===== config.mk =====
export PLATFORM = sky130hd
export DESIGN_NAME = escalonador_contexto_flat
export DESIGN_NICKNAME = d
export VERILOG_FILES = /design/src/rtl/escalonador_contexto_if.sv /design/src/rtl/escalonador_contexto.sv /design/src/flat_wrapper.sv
export SDC_FILE = /design/constraint.sdc
export NUM_CORES = 1
export LEC_CHECK = 0
export BUFFER_PORTS_ARGS = -buffer_cell sky130_fd_sc_hd__buf_2
export CAP_MARGIN = 30
export CORE_ASPECT_RATIO = 0.75
export CORE_MARGIN = 2
export CORE_UTILIZATION = 40
export CTS_CLUSTER_DIAMETER = 120
export DETAILED_ROUTE_END_ITERATION = 10
export HOLD_SLACK_MARGIN = 0.08
export PLACE_DENSITY_LB_ADDON = 0.05
export SYNTH_ARGS = -nofsm -noshare
export SYNTH_HDL_FRONTEND = slang
export SYNTH_SLANG_ARGS = --single-unit

===== constraint.sdc =====
create_clock -name clock -period 3.49 [get_ports clock]
set_clock_uncertainty 0.1 [all_clocks]
set_input_delay 0.349 -clock clock [delete_from_list [all_inputs] [get_ports clock]]
set_output_delay 0.349 -clock clock [all_outputs]
set_load 0.02 [all_outputs]

===== src/rtl/escalonador_contexto_if.sv =====
// Preemption handshake between Program_Counter (master) and the context scheduler (slave).
interface escalonador_contexto_if #(
    parameter int unsigned PC_W = 32
);
    logic            flag_faz_preempcao;
    logic [PC_W-1:0] salva_PC;
    logic            halt_cpu;
    logic            carrega_PC;
    logic [PC_W-1:0] novo_PC;
    logic            reset_cont_preempcao;

    modport master (
        output flag_faz_preempcao,
        output salva_PC,
        input  halt_cpu,
        input  carrega_PC,
        input  novo_PC,
        input  reset_cont_preempcao
    );

    modport slave (
        input  flag_faz_preempcao,
        input  salva_PC,
        output halt_cpu,
        output carrega_PC,
        output novo_PC,
        output reset_cont_preempcao
    );
endinterface


===== src/rtl/escalonador_contexto.sv =====
// Context scheduler: saves the preempted PC, picks the next ready process round-robin
// and reloads the PC, stalling the CPU while the switch is in progress.
module escalonador_contexto #(
    parameter int unsigned NUM_PROC = 4,
    parameter int unsigned IDW      = 2,
    parameter int unsigned PC_W     = 32
) (
    input  logic                 clock,
    input  logic                 reset_geral,
    input  logic                 modo_preemptivo,
    input  logic                 cria_proc,
    input  logic [IDW-1:0]       cria_id,
    input  logic [PC_W-1:0]      cria_PC,
    input  logic                 mata_proc,
    output logic [IDW-1:0]       proc_atual,
    output logic                 ocupado,
    escalonador_contexto_if.slave preempcao
);

    typedef enum logic [2:0] {
        OCIOSO,
        EXEC,
        SALVA,
        BUSCA,
        CARREGA,
        LIBERA
    } estado_t;

    estado_t         r_estado;
    logic [NUM_PROC-1:0] r_valid;
    logic [PC_W-1:0] r_table_pc [NUM_PROC];
    logic [IDW-1:0]  r_proc_atual;
    logic            r_halt_cpu;
    logic            r_carrega_pc;
    logic [PC_W-1:0] r_novo_pc;
    logic            r_reset_cont;
    logic            r_ocupado;

    logic            w_found;
    logic [IDW-1:0]  w_next_id;
    logic [IDW-1:0]  w_cand;

    // Round-robin scan: walk offsets downwards so the smallest offset after proc_atual wins;
    // offset NUM_PROC wraps to the current id, making it the last candidate.
    always_comb begin
        w_found   = 1'b0;
        w_next_id = r_proc_atual;
        w_cand    = r_proc_atual;
        for (int i = int'(NUM_PROC); i >= 1; i--) begin
            w_cand = r_proc_atual + IDW'(i);
            if (r_valid[w_cand]) begin
                w_found   = 1'b1;
                w_next_id = w_cand;
            end
        end
    end

    always_ff @(posedge clock) begin
        if (reset_geral) begin
            r_estado     <= OCIOSO;
            r_valid      <= '0;
            r_proc_atual <= '0;
            r_halt_cpu   <= 1'b1;
            r_carrega_pc <= 1'b0;
            r_novo_pc    <= '0;
            r_reset_cont <= 1'b0;
            r_ocupado    <= 1'b0;
            for (int i = 0; i < int'(NUM_PROC); i++) begin
                r_table_pc[i] <= '0;
            end
        end else begin
            r_carrega_pc <= 1'b0;
            r_reset_cont <= 1'b0;

            // Creation never overwrites a live context; a later SALVA write below takes precedence.
            if (cria_proc && !r_valid[cria_id]) begin
                r_valid[cria_id]    <= 1'b1;
                r_table_pc[cria_id] <= cria_PC;
            end

            case (r_estado)
                OCIOSO: begin
                    r_halt_cpu <= 1'b1;
                    if (cria_proc) begin
                        r_estado  <= BUSCA;
                        r_ocupado <= 1'b1;
                    end
                end
                EXEC: begin
                    if (mata_proc) begin
                        r_valid[r_proc_atual] <= 1'b0;
                        r_halt_cpu            <= 1'b1;
                        r_ocupado             <= 1'b1;
                        r_estado              <= BUSCA;
                    end else if (preempcao.flag_faz_preempcao && modo_preemptivo) begin
                        r_halt_cpu <= 1'b1;
                        r_ocupado  <= 1'b1;
                        r_estado   <= SALVA;
                    end
                end
                SALVA: begin
                    r_table_pc[r_proc_atual] <= preempcao.salva_PC;
                    r_estado                 <= BUSCA;
                end
                BUSCA: begin
                    if (w_found) begin
                        r_proc_atual <= w_next_id;
                        r_carrega_pc <= 1'b1;
                        r_novo_pc    <= r_table_pc[w_next_id];
                        r_estado     <= CARREGA;
                    end else begin
                        r_ocupado <= 1'b0;
                        r_estado  <= OCIOSO;
                    end
                end
                CARREGA: begin
                    r_reset_cont <= 1'b1;
                    r_estado     <= LIBERA;
                end
                LIBERA: begin
                    r_halt_cpu <= 1'b0;
                    r_ocupado  <= 1'b0;
                    r_estado   <= EXEC;
                end
                default: begin
                    r_halt_cpu <= 1'b1;
                    r_ocupado  <= 1'b0;
                    r_estado   <= OCIOSO;
                end
            endcase
        end
    end

    assign preempcao.halt_cpu             = r_halt_cpu;
    assign preempcao.carrega_PC           = r_carrega_pc;
    assign preempcao.novo_PC              = r_novo_pc;
    assign preempcao.reset_cont_preempcao = r_reset_cont;
    assign proc_atual                     = r_proc_atual;
    assign ocupado                        = r_ocupado;

endmodule


===== src/flat_wrapper.sv =====
// flat-port wrapper written by rule: the top's interface ports become plain ports
module escalonador_contexto_flat 
#(
    parameter int unsigned NUM_PROC = 4,
    parameter int unsigned IDW      = 2,
    parameter int unsigned PC_W     = 32
)
  (clock, reset_geral, modo_preemptivo, cria_proc, cria_id, cria_PC, mata_proc, proc_atual, ocupado, preempcao_flag_faz_preempcao, preempcao_salva_PC, preempcao_halt_cpu, preempcao_carrega_PC, preempcao_novo_PC, preempcao_reset_cont_preempcao);
  escalonador_contexto_if #(.PC_W(PC_W)) preempcao_i ();
  input  logic clock;
  input  logic reset_geral;
  input  logic modo_preemptivo;
  input  logic cria_proc;
  input  logic [IDW-1:0] cria_id;
  input  logic [PC_W-1:0] cria_PC;
  input  logic mata_proc;
  output logic [IDW-1:0] proc_atual;
  output logic ocupado;
  input wire logic [$bits(preempcao_i.flag_faz_preempcao)-1:0] preempcao_flag_faz_preempcao;
  input wire logic [$bits(preempcao_i.salva_PC)-1:0] preempcao_salva_PC;
  output wire logic [$bits(preempcao_i.halt_cpu)-1:0] preempcao_halt_cpu;
  output wire logic [$bits(preempcao_i.carrega_PC)-1:0] preempcao_carrega_PC;
  output wire logic [$bits(preempcao_i.novo_PC)-1:0] preempcao_novo_PC;
  output wire logic [$bits(preempcao_i.reset_cont_preempcao)-1:0] preempcao_reset_cont_preempcao;
  assign preempcao_i.flag_faz_preempcao = preempcao_flag_faz_preempcao;
  assign preempcao_i.salva_PC = preempcao_salva_PC;
  assign preempcao_halt_cpu = preempcao_i.halt_cpu;
  assign preempcao_carrega_PC = preempcao_i.carrega_PC;
  assign preempcao_novo_PC = preempcao_i.novo_PC;
  assign preempcao_reset_cont_preempcao = preempcao_i.reset_cont_preempcao;
  escalonador_contexto #(.NUM_PROC(NUM_PROC), .IDW(IDW), .PC_W(PC_W)) u_core (.clock(clock), .reset_geral(reset_geral), .modo_preemptivo(modo_preemptivo), .cria_proc(cria_proc), .cria_id(cria_id), .cria_PC(cria_PC), .mata_proc(mata_proc), .proc_atual(proc_atual), .ocupado(ocupado), .preempcao(preempcao_i));
endmodule

Yosys cells after proc, flatten, opt, wreduce, memory -nomap -nowiden
Memories as Yosys holds them, arrays and structs flattened. A register that Yosys moved wholly into a read port is not among the register bits. Cells that the tools add are included.

Register bits after elaboration: 13. Bits in latches: 0. RAM bits: 128. Memory bits (read-only): 0. Memories: 1.

Add/sub/neg operators: 3. Multiply operators: 0. Divide/modulo/power cells: 0. Order comparisons: 7. Equal/unequal tests: 8. Shift operators: 0. Muxes and demuxes: 52. Bitwise gates (word level): 6. Reductions and logical operators: 15.

Memories: u_core.r_table_pc (words 4, width 32, read ports 1, clocked after memory_dff 1, wr ports 4, line escalonador_contexto.sv:31) `logic [PC_W-1:0] r_table_pc [NUM_PROC];`.

Operators with widths (count): 32-bit 2-to-1 mux (2); 32-bit OR reduction (2); 1-bit 2-to-1 mux (27); 3-bit one-hot mux with 6 select lines (1); 4-bit 2-to-1 mux (4); 2-bit by 3-bit less-than comparator with 1-bit output, second input constant (5); 3-bit 2-to-1 mux (4); 1-bit binary-select mux with 2-bit select (5); 2-bit 2-to-1 mux (5); 3-bit by 2-bit equality test with 1-bit output, second input constant (2); 3-bit equality test, second input constant (2); 2-bit AND reduction (3); 2-bit adder, second input constant (2); 4-bit bitwise AND (1); 1-bit demux with 2-bit select (2); 2-bit by 1-bit >= comparator with 1-bit output, second input constant (2); 1-bit logical AND (4); 2-bit inequality test, second input constant (2); 4-bit NOT (1); 4-bit OR (1); 1-bit one-hot mux with 4 select lines (1); 4-bit AND reduction (1); 2-bit OR reduction (2); 3-bit by 1-bit equality test with 1-bit output, second input constant (1); 7 further kinds (9).

Depth between registers and ports, before layout
Depth after elaboration: 10. Mapped depth: 9. Mapped depth without buffers: 7.

Worst setup path after synthesis
Ideal clock, no wire load.

Path kind: flip-flop to flip-flop. From: register u_core.r_estado[2]. To: memory u_core.r_table_pc[3][0], enable pin. Arrival time: 2.569 ns. Setup slack: 0.395 ns. Stages on the path, launching flop included: 8. Buffers on the path: 3. Clock period less this slack: 3.095 ns. Cell sequence: dfxtp_1 buf_2 nor4b_1 and2_1 clkbuf_1 clkbuf_1 nor2_1 o21ai_1.

RTL lines: from (decl) (line escalonador_contexto.sv:29) `estado_t r_estado;`; from (signal assigned) (line escalonador_contexto.sv:60) `r_estado <= OCIOSO;`; from (signal assigned) (line escalonador_contexto.sv:85) `r_estado <= BUSCA;`; from (signal assigned) (line escalonador_contexto.sv:94) `r_estado <= BUSCA;`; to (decl) (line escalonador_contexto.sv:31).

Final worst setup path
From: register u_core.r_proc_atual[1] (netlist: u_core.proc_atual[1]). To: register u_core.r_novo_pc[10] (netlist: u_core.preempcao.novo_PC[10]), read port of u_core.r_table_pc.

Longest elaborated chain between the ends: 7. Elaborated cells between the ends (all ways): 19.

RTL lines: from (decl) (line escalonador_contexto.sv:32) `logic [IDW-1:0] r_proc_atual;`; from (signal assigned) (line escalonador_contexto.sv:107) `r_proc_atual <= w_next_id;`; 2-bit adder / 1-bit binary-select mux with 2-bit select (equally long branches) (line escalonador_contexto.sv:50, escalonador_contexto.sv:51); 1-bit binary-select mux with 2-bit select / 1-bit 2-to-1 mux (equally long branches) (line escalonador_contexto.sv:51) `if (r_valid[w_cand]) begin`; 1-bit 2-to-1 mux (implied by the code) (line escalonador_contexto.sv:51); 1-bit 2-to-1 mux (3 in a row) (line escalonador_contexto.sv:51); 2-bit AND reduction (no line); to (decl) (line escalonador_contexto.sv:35) `logic [PC_W-1:0] r_novo_pc;`.

Parallel ways exist; a longest one is shown, timed or not. The select of a mux whose other input is x is not followed. A chain may end at the register's enable or synchronous reset.

==> impl_metrics.tcl <==
set metrics [dict create \
    status "finished clean" \
    wl_mm 25.9 \
    period_share_pct 86.6 \
    max-cap-violations 0 \
    synth_seq_cells 173 \
    setup_viol 0 \
    drive_above_1_share_pct 27.5 \
    synthToLayoutAreaGrowth_pct 17.5 \
    setup-tns-final_ns 0 \
    synth.area.top_cells "edfxtp_1 45%, a22o_1 13%, dfxtp_1 11%" \
    synth.yosys.seq_area_share_pct 55.5 \
    clockRootBuffer "clkbuf_16" \
    fin_area_um2 10000 \
    synth_common_cells "128 x a22o_1, 128 x edfxtp_1, 68 x nand2_1" \
    holdWs_ns 0.147 \
    cts_resized 0 \
    async_flop_share_pct 0 \
    crit_arrival_ns 3.24 \
    finalCriticalPeriod_ns 3.02 \
    synth_edf_count 128 \
    avgSynthCellArea_um2 12.2 \
    grt_overflow 0 \
    path_clk_slew_ns 0.07 \
    diodes 0 \
    die_h_um 131 \
    r2r.worst_path.cells 8 \
    synth_top_area_share_pct 45.0 \
    worst_pin_slew_ns 0.981 \
    nets 859 \
    cts_setup_buffers 0 \
    drcViolationCount 0 \
    place_area_um2 9430 \
    cts_buffer_depth 2 \
    grt_pass1_wl_mm 39.0 \
    cts_tree "built" \
    vias_per_cell 6.13 \
    drt_iter0_markers 569 \
    first_pass_iters 5 \
    worst_hold_path.num_cells 2 \
    syn_nets 779 \
    cts_hold_buf 0 \
    antenna_found_initial 0 \
    die_area_um2 22600 \
    cts_buffers 17 \
    fmax_mhz 331 \
    ys.flop_type "edfxtp_1" \
    io_buffers 109 \
    vias 6649 \
    place.gp.congestion 0.810 \
    cp-start-kind "flop" \
    dieWidth_um 173 \
    h-tree-depth 4 \
    critPathMaxFanout 25 \
    antenna_left 0 \
    cp.required_ns 3.71 \
    yosysWarnings 0 \
    track_usage_pct 22.8 \
    hold_class "in2reg" \
    pin_count 110 \
    cp-end-kind "flop" \
    vdd_drop_max_mv 0.344 \
    synth_cell_types 52 \
    num_rows 46 \
    grt_max_degree 47 \
    grt_pass1_vias 6539 \
    yosysTopAreaCell "edfxtp_1" \
    nFillCells 1932 \
    cts.sinks 173 \
    syn_inst 703 \
    start_util_pct 40.6 \
    wire_per_inst_um 23.9 \
    power_density_nw_per_um2 502 \
    cp_slowest_cell "dfxtp_1" \
    drv_slew 0 \
    netlist_area_um2 8550 \
    core_area_um2 21100 \
    hpwl_mm 15.2 \
    clock_latency_ns 0.43 \
    rsz0062_at_grt "false" \
    slew_headroom_pct 34.3 \
    finalHoldViolations 0 \
    path_cells "inv_1 -> ha_1 -> mux2_2 -> o211ai_4 -> nand3_1 -> buf_4 -> nand2_1 -> a22oi_2" \
    max_stage_delay_ns 0.54 \
    power_leakage_nw 3.68 \
    critical_path_class "reg2reg" \
]
cell type report:
| type | instances | area [um^2] | area share, % |
|---|---|---|---|
| sequential | 173 | 4740 | 47.2 |
| multi-input combinational | 444 | 3500 | 34.8 |
| inverter | 5 | 18.8 | 0.187 |
| clock inverter | 13 | 176 | 1.76 |
| timing repair buffer | 142 | 810 | 8.06 |
| tap | 288 | 360 | 3.59 |
| clock buffer | 19 | 443 | 4.41 |
flip-flops by register name (all words and copies together), names as in the netlist:
signal,count
u_core.r_valid,4
u_core.r_estado,3
u_core.preempcao.novo_PC,32
u_core.preempcao.reset_cont_preempcao,1
u_core.preempcao.carrega_PC,1
u_core.r_table_pc,128
u_core.proc_atual,2
u_core.ocupado,1
u_core.preempcao.halt_cpu,1
worst max-delay path, delay by kind of cell (launching register included):
kind,cells,cell delay [ns]
flops,1,0.54
mux,1,0.44
compound gates,2,0.27
fa+ha+maj,1,0.43
simple gates,2,0.55
buf+inv,2,0.58
final timing paths:
check             slack, ns                                         to                                       from
setup reg to reg       0.47  u_core.preempcao.novo_PC[10]$_SDFFE_PP0P_          u_core.proc_atual[1]$_SDFFE_PP0P_
setup / recovery       0.47  u_core.preempcao.novo_PC[10]$_SDFFE_PP0P_          u_core.proc_atual[1]$_SDFFE_PP0P_
hold reg to reg        0.40  u_core.preempcao.novo_PC[23]$_SDFFE_PP0P_  u_core.preempcao.novo_PC[23]$_SDFFE_PP0P_
hold / removal         0.15         u_core.r_table_pc[3][29]$_DFFE_PP_                                cria_PC[29]
power breakdown:
part	internal (mW)	switching [mW]	total, mW
registers	2.35	0.0555	2.40
logic	0.205	0.411	0.616
clock network	1.16	0.858	2.02
through the flow:
stage	setup slack, ns	instances	util [%]	total power [mW]
final	0.467	1084	47.7	5.04
after global routing	0.331	1084	47.7	5.21
after CTS	0.477	1084	47.7	5.07
after detailed placement	0.493	1052	44.8	3.06
after global placement	0.553	1051	44.7	3.05
after floorplan	0.395	703	-	2.81
metal layers:
| layer | up-vias | track usage, % | share of wire, % |
|---|---|---|---|
| li1 | 3038 | - | - |
| met1 | 3355 | 32.0 | 47 |
| met2 | 232 | 37.0 | 46 |
| met3 | 24 | 4.37 | 6.0 |
| met4 | 0 | 5.38 | 1.0 |
| met5 | - | 0 | 0 |
cell families after synthesis:
| group | Yosys count | synth area share (%) |
|---|---|---|
| flip-flops | 173 | 55.5 |
| multiplexers | 9 | 1.38 |
| buffers and inverters | 86 | 4.35 |
| adder cells (fa/ha/maj) | 4 | 0.586 |
| AO/OA/AOI/OAI | 285 | 29.6 |
| AND/OR/NAND/NOR | 146 | 8.59 |
cells in the final DEF, fill, tap and decap left out, types with 31 or more instances in the layout:
master and n:
o31ai_1 32, buf_4 31, nand2_1 68, a31o_1 31, buf_2 109, nand4_1 32, dfxtp_1 45, a221oi_1 34
a22o_1 128, edfxtp_1 128
Power figures use the tool's default switching activity.
